**config.mk**
```make
export PLATFORM = sky130hd
export DESIGN_NAME = demux_dispatcher
export DESIGN_NICKNAME = d
export VERILOG_FILES = /design/src/rtl/demux_dispatcher.sv
export SDC_FILE = /design/constraint.sdc
export NUM_CORES = 1
export LEC_CHECK = 0
export ABC_AREA = 1
export BUFFER_PORTS_ARGS = -buffer_cell sky130_fd_sc_hd__clkbuf_2
export CAP_MARGIN = 20
export CORE_AREA = 2 2 75 77
export CTS_CLUSTER_SIZE = 28
export DETAILED_ROUTE_END_ITERATION = 6
export DIE_AREA = 0 0 77 79
export PLACE_DENSITY = 0.54
export SLEW_MARGIN = 20
export SYNTH_ARGS = -nofsm -noshare
export SYNTH_HDL_FRONTEND = slang
export SYNTH_SLANG_ARGS = --single-unit
```
**constraint.sdc**
```tcl
create_clock -name clk -period 1.8 [get_ports clk]
set_clock_uncertainty 0.1 [all_clocks]
set_input_delay 0.18 -clock clk [delete_from_list [all_inputs] [get_ports clk]]
set_output_delay 0.18 -clock clk [all_outputs]
set_load 0.05 [all_outputs]
```
**src/rtl/demux_dispatcher.sv**
```systemverilog
// One-entry demultiplexing dispatcher: a held beat is presented on exactly one of four channels.
// Optional macro DISPATCH_RR_EN: destination comes from a round-robin pointer instead of in_sel.
module demux_dispatcher #(
  parameter int DATA_W = 8
) (
  input  logic              clk,
  input  logic              rst_n,
  input  logic              en,
  input  logic              in_valid,
  output logic              in_ready,
  input  logic [DATA_W-1:0] in_data,
  input  logic [1:0]        in_sel,
  output logic [3:0]        out_valid,
  input  logic [3:0]        out_ready,
  output logic [DATA_W-1:0] out_data,
  output logic              busy,
  output logic [15:0]       beat_cnt
);

  localparam int N_OUT = 4;

  typedef enum logic [0:0] {
    IDLE = 1'b0,
    HOLD = 1'b1
  } state_e;

  state_e            state_q, state_d;
  logic [DATA_W-1:0] data_q, data_d;
  logic [1:0]        dest_q, dest_d;
  logic [15:0]       cnt_q, cnt_d;
  logic [1:0]        sel_s;
  logic              in_fire_s;
  logic              out_fire_s;

`ifdef DISPATCH_RR_EN
  logic [1:0] rr_q, rr_d;

  assign sel_s = rr_q;

  // Round-robin pointer moves on every accepted beat, regardless of downstream readiness.
  always_comb begin
    rr_d = rr_q;
    if (in_fire_s) begin
      rr_d = rr_q + 2'd1;
    end else begin
      rr_d = rr_q;
    end
  end

  // Round-robin pointer register.
  always_ff @(posedge clk or negedge rst_n) begin
    if (!rst_n) begin
      rr_q <= 2'd0;
    end else begin
      rr_q <= rr_d;
    end
  end
`else
  assign sel_s = in_sel;
`endif

  // In HOLD a new beat is only taken when the held one leaves in the same cycle.
  assign in_ready   = en & ((state_q == IDLE) | out_ready[dest_q]);
  assign in_fire_s  = in_valid & in_ready;
  assign out_fire_s = (state_q == HOLD) & out_ready[dest_q];

  assign out_valid = (state_q == HOLD) ? (4'b0001 << dest_q) : {N_OUT{1'b0}};
  assign out_data  = data_q;
  assign busy      = (state_q == HOLD);
  assign beat_cnt  = cnt_q;

  // Next-state and holding-register update.
  always_comb begin
    state_d = state_q;
    data_d  = data_q;
    dest_d  = dest_q;
    cnt_d   = out_fire_s ? (cnt_q + 16'd1) : cnt_q;
    case (state_q)
      IDLE: begin
        if (in_fire_s) begin
          data_d  = in_data;
          dest_d  = sel_s;
          state_d = HOLD;
        end else begin
          state_d = IDLE;
        end
      end
      HOLD: begin
        if (in_fire_s) begin
          data_d  = in_data;
          dest_d  = sel_s;
          state_d = HOLD;
        end else if (out_fire_s) begin
          state_d = IDLE;
        end else begin
          state_d = HOLD;
        end
      end
      default: begin
        state_d = IDLE;
      end
    endcase
  end

  // State, holding register and transfer counter.
  always_ff @(posedge clk or negedge rst_n) begin
    if (!rst_n) begin
      state_q <= IDLE;
      data_q  <= {DATA_W{1'b0}};
      dest_q  <= 2'd0;
      cnt_q   <= 16'd0;
    end else begin
      state_q <= state_d;
      data_q  <= data_d;
      dest_q  <= dest_d;
      cnt_q   <= cnt_d;
    end
  end

endmodule

```
**After elaboration in Yosys (flattened, before gate mapping)**

Cells that the tools add are included.

- Register bits: 27
- Bits in latches: 0
- Bits in writable memories: 0
- Bits in read-only memories: 0
- Input port bits: 18
- Memories kept: 0

- Add/subtract/negate cells: 1
- Multipliers: 0
- Divide/modulo/power cells: 0
- Magnitude comparators: 1
- Equal/unequal tests: 0
- Shift operators: 1
- Multiplexer cells: 9
- Bitwise logic cells: 5
- Reductions and logical operators: 0

Operators with widths:

| kind | count |
|---|---|
| $add 16x1->16 const B | 1 |
| $mux 8 | 1 |
| $mux 1 | 4 |
| $mux 4 | 1 |
| $shl 1x2->4 const A | 1 |
| $and 1x1->1 | 3 |
| $lt 2x3->1 const B | 1 |
| $bmux 1 s2 | 1 |
| $mux 2 | 1 |
| $pmux 1 s2 | 1 |
| $not 1->1 | 1 |
| $or 1x1->1 | 1 |

**Longest topological paths before layout**

- Word-level depth: 7
- Gate-level depth with buffers: 10

**Least setup slack after synthesis**

OpenSTA, ideal clock, no wires.

- Path kind: register -> output
- From: reg state_q, in the netlist busy
- To: out out_valid[0]
- Arrival: 1.927 ns
- Required time: 1.520 ns
- Slack: -0.407 ns
- Cell stages (with the launch flop): 3
- Path through: dfrtp_1 -> inv_1 -> nor3_1

- Longest elaborated chain between the ends: 1

RTL lines:

| item | line | source |
|---|---|---|
| from (decl) | 27 | `state_e state_q, state_d;` |
| from (signal assigned) | 113 | `state_q <= state_d;` |
| $mux 4 | 67 | `assign out_valid = (state_q == HOLD) ? (4'b0001 << dest_q) : {N_OUT{1'b0}};` |
| to (decl) | 13 | `output logic [3:0] out_valid,` |

No other way between the ends.

**Worst setup path after layout**

- From: reg dest_q[0]
- To: out in_ready

- Longest elaborated chain between the ends: 4

RTL lines:

| item | line | source |
|---|---|---|
| from (decl) | 29 | `logic [1:0] dest_q, dest_d;` |
| from (signal assigned) | 115 | `dest_q <= dest_d;` |
| $bmux 1 s2 | 63 | `assign in_ready = en & ((state_q == IDLE) \| out_ready[dest_q]);` |
| $mux 1 (not written as such) | 63 |  |
| $or 1x1->1 | 63 |  |
| $and 1x1->1 | 63 |  |
| to (decl) | 10 | `output logic in_ready,` |

No other way between the ends. The select of a mux whose other input is x is not followed.

==> impl_metrics.xml <==
<?xml version="1.0" encoding="UTF-8"?>
<metrics>
  <group name="outcome">
    <metric name="status" unit="">complete, no violations</metric>
  </group>
  <group name="setup_path">
    <metric name="worst_ep_required_time" unit="ns">1.52</metric>
    <metric name="crit_arrival" unit="ns">1.40</metric>
    <metric name="endpoint_kind" unit="">output pin</metric>
    <metric name="criticalPathCategory" unit="">flop to output pin</metric>
    <metric name="r2r-end" unit="">beat_cnt[14]</metric>
    <metric name="critical_path_peak_fanout" unit="">6</metric>
    <metric name="worst-r2r-setup-slack" unit="ns">0.24</metric>
    <metric name="cp-start-kind" unit="">flop</metric>
    <metric name="rr_worst_depth" unit="">8</metric>
    <metric name="regToRegStartpoint" unit="">beat_cnt[0]</metric>
  </group>
  <group name="layout">
    <metric name="syn_to_final_growth" unit="%">23.0</metric>
    <metric name="nNetsFinal" unit="">270</metric>
    <metric name="antennaDiodeCount" unit="">0</metric>
    <metric name="finalInstanceArea" unit="µm²">1890</metric>
    <metric name="post_route_cells_drive_above_1_share" unit="">0.272</metric>
    <metric name="finalCoreUtilization" unit="">0.355</metric>
  </group>
  <group name="timing">
    <metric name="finalCritPeriodShare" unit="">0.934</metric>
    <metric name="rsz0062_at_grt" unit="">no</metric>
    <metric name="achievable-frequency" unit="MHz">595</metric>
    <metric name="final-setup-viol-count" unit="">0</metric>
    <metric name="relSlewSlack" unit="">0.539</metric>
    <metric name="period_needed" unit="ns">1.68</metric>
    <metric name="fin_hold_ws" unit="ns">0.0294</metric>
    <metric name="timing_hold_violations_final" unit="">0</metric>
    <metric name="tightest_slew" unit="ns">0.692</metric>
    <metric name="timing_max_transition_violations_final" unit="">0</metric>
  </group>
  <group name="synth">
    <metric name="yosysSeqAreaShare" unit="">0.439</metric>
    <metric name="gate_count_after_technology_mapping" unit="">203</metric>
    <metric name="synth_nets" unit="">222</metric>
    <metric name="synth_fa_ha_area_frac" unit="">0.00812</metric>
    <metric name="syn_area" unit="µm²">1540</metric>
    <metric name="yosysWarningCount" unit="">0</metric>
    <metric name="async_reset_ff_frac" unit="">1.00</metric>
    <metric name="synth_area_per_cell" unit="µm²">7.59</metric>
    <metric name="synth_xor_area_frac" unit="">0.0398</metric>
    <metric name="synth_ff_type" unit="">sky130_fd_sc_hd__dfrtp_1</metric>
    <metric name="synthDistinctLibCells" unit="">24</metric>
    <metric name="synth_top_area_cell" unit="">sky130_fd_sc_hd__dfrtp_1</metric>
    <metric name="post_synth_and_or_nand_nor_area_fraction" unit="">0.404</metric>
    <metric name="synth_mux_area_frac" unit="">0</metric>
    <metric name="largest_family_of_logic_cells_by_synthesized_area" unit="">simple AND/OR/NAND/NOR gates</metric>
    <metric name="compound_gate_fraction_of_synth_area" unit="">0.0341</metric>
    <metric name="post-synth-top-area-fraction" unit="">0.439</metric>
    <metric name="postSynthRegisterBits" unit="">27</metric>
    <metric name="netlist_top_cells_area" unit="">sky130_fd_sc_hd__dfrtp_1, sky130_fd_sc_hd__nand2_1, sky130_fd_sc_hd__nand4_1</metric>
    <metric name="synth_enable_flop_cells" unit="">0</metric>
  </group>
  <group name="clock_network">
    <metric name="ctsHtreeMaxLevel" unit="">1</metric>
    <metric name="path_clk_slew" unit="ns">0.10</metric>
    <metric name="clockBufferDepth" unit="">2</metric>
    <metric name="numCtsBuffers" unit="">3</metric>
    <metric name="clock_insertion_delay_worst_skew" unit="ns">0.27</metric>
    <metric name="cts_tree" unit="">yes</metric>
    <metric name="clock_sink_count" unit="">27</metric>
    <metric name="cell_at_the_root_of_the_clock_tree" unit="">sky130_fd_sc_hd__clkbuf_8</metric>
  </group>
  <group name="power">
    <metric name="peakVddDrop" unit="µV">770</metric>
    <metric name="leakage_power" unit="nW">0.966</metric>
    <metric name="post-layout-total-power" unit="mW">3.11</metric>
    <metric name="power-per-cell-area" unit="nW/µm²">1640</metric>
  </group>
  <group name="hold_path">
    <metric name="worstHoldPathCells" unit="">3</metric>
    <metric name="min-delay-path-class" unit="">input pin to flop</metric>
    <metric name="hold_path_end" unit="">out_data[5]</metric>
    <metric name="timing.hold.worst.start" unit="">in_data[5]</metric>
  </group>
  <group name="detailed_routing">
    <metric name="antenna_left" unit="">0</metric>
    <metric name="dr_total_vias" unit="">1444</metric>
    <metric name="dr.pass1.iters" unit="">4</metric>
    <metric name="drtIter0Drc" unit="">79</metric>
    <metric name="post_drt_wl_per_cell" unit="µm">10.7</metric>
    <metric name="drt-vias-per-instance" unit="">4.48</metric>
    <metric name="drc" unit="">0</metric>
    <metric name="routed_wl" unit="µm">3460</metric>
  </group>
  <group name="placement">
    <metric name="hpwlAfterDp" unit="µm">2640</metric>
    <metric name="detailed_place.area" unit="µm²">1820</metric>
    <metric name="routabilityCongestion" unit="">0.821</metric>
    <metric name="place.port_buffers" unit="">47</metric>
  </group>
  <group name="grt">
    <metric name="grt_util_all_layers" unit="">0.122</metric>
    <metric name="global_route.overflow_total" unit="">0</metric>
    <metric name="grt_start_max_net_pins" unit="">28</metric>
    <metric name="number_of_global_route_vias_before_repair" unit="">1428</metric>
    <metric name="grt_pass1_wl" unit="µm">6170</metric>
    <metric name="antenna_found_initial" unit="">0</metric>
  </group>
  <group name="floorplan">
    <metric name="coreArea" unit="µm²">5340</metric>
    <metric name="die_area" unit="µm²">6080</metric>
    <metric name="starting_density_of_the_core" unit="">0.289</metric>
    <metric name="top_level_ports" unit="">48</metric>
    <metric name="die_width" unit="µm">77</metric>
    <metric name="die_y" unit="µm">79</metric>
    <metric name="rows" unit="">27</metric>
  </group>
  <group name="job">
    <metric name="max_cap_viol_count" unit="">0</metric>
  </group>
</metrics>
## layout make-up
cell class / instances / area (µm²)
Fill cell: 614 / 3440
Clock inverter: 1 / 7.51
Clock buffer: 3 / 41.3
Multi-Input combinational cell: 155 / 756
Sequential cell: 27 / 679
Timing Repair Buffer: 49 / 259
Tap cell: 72 / 90.1
Inverter: 15 / 61.3
## routing by layer
metal | global-route usage | share of wire
met5 | 0 | 0
met2 | 0.224 | 0.49
met4 | 0.0143 | 0.0035
met3 | 0.0307 | 0.056
met1 | 0.149 | 0.45
## how the worst max path moves through the flow
stage	start	to	slack [ns]
2_1_floorplan	busy	out_valid[0]	-0.41
3_5_place_dp	beat_cnt[0]	beat_cnt[14]	0.25
5_1_grt	dest_q[0]	in_ready	0.02
3_3_place_gp	beat_cnt[0]	beat_cnt[14]	0.28
6_report	dest_q[0]	in_ready	0.12
4_1_cts	dest_q[0]	in_ready	0.02
## worst max-delay path, cell delays in order, from the launching register on
cell and delay, ns:
sky130_fd_sc_hd__dfrtp_2 0.46, sky130_fd_sc_hd__inv_2 0.09, sky130_fd_sc_hd__nand2_1 0.05, sky130_fd_sc_hd__nand2_1 0.06, sky130_fd_sc_hd__nand2_2 0.07, sky130_fd_sc_hd__nand3_4 0.11, sky130_fd_sc_hd__nand2_1 0.06, sky130_fd_sc_hd__inv_1 0.07
sky130_fd_sc_hd__buf_6 0.15
## report_power, final
part / internal (mW) / switching, mW
clock: 0.157 / 0.199
combinational: 0.404 / 1.30
sequential: 0.813 / 0.237
## kinds of logic (layout without fill, tap and decap cells)
kind of cell,count (synthesis),count (layout)
and+or+nand+nor,138,138
DFF,27,27
adders and majority gates,1,1
buffers and inverters,21,68
xor gates and xnor gates,7,7
AOI/OAI and AO/OA,9,9
## synthesized netlist by cell type (4+ instances only)
cell and n:
sky130_fd_sc_hd__dfrtp_1 27, sky130_fd_sc_hd__inv_1 13, sky130_fd_sc_hd__nand2_1 85, sky130_fd_sc_hd__nand2_2 5
sky130_fd_sc_hd__nand3_1 8, sky130_fd_sc_hd__nand4_1 16, sky130_fd_sc_hd__nor2_1 16, sky130_fd_sc_hd__nor3_1 4
sky130_fd_sc_hd__o21ai_0 6, sky130_fd_sc_hd__xnor2_1 5
## per-stage QoR
step | setup slack [ns] | TNS [ns] | instances
2_1_floorplan | -0.407 | -1.63 | 203
3_3_place_gp | 0.280 | 0 | 317
3_5_place_dp | 0.246 | 0 | 317
4_1_cts | 0.0159 | 0 | 322
5_1_grt | 0.0186 | 0 | 322
6_report | 0.119 | 0 | 322
## cell usage in the layout (no fill, tap or decap), types with 2 or more instances in the layout
cell	netlist	final
sky130_fd_sc_hd__nand4_1	16	16
sky130_fd_sc_hd__xor2_1	2	2
sky130_fd_sc_hd__xnor2_1	5	5
sky130_fd_sc_hd__nand3_1	8	8
sky130_fd_sc_hd__o21ai_2	2	2
sky130_fd_sc_hd__dfrtp_2	0	3
sky130_fd_sc_hd__nor3_1	4	4
sky130_fd_sc_hd__nor2_1	16	16
sky130_fd_sc_hd__o21ai_0	6	6
sky130_fd_sc_hd__nand2_2	5	5
sky130_fd_sc_hd__inv_1	13	13
sky130_fd_sc_hd__nand2_1	85	85
sky130_fd_sc_hd__clkbuf_2	0	46
sky130_fd_sc_hd__dfrtp_1	27	24
sky130_fd_sc_hd__clkbuf_8	0	3
## state kept, by name, summed over array words and instances, names as in the netlist
register and cells:
beat_cnt 16, out_data 8, dest_q 2, busy 1
## timing repair
action                                  CTS  global route
endpoints found under the setup margin    1             1
cloned                                    0             0
hold buffers                              1             0
resized for setup                         1             4
hold endpoints to repair                 27             0
setup buffers                             0             0
(Power assumes the default switching activity.)
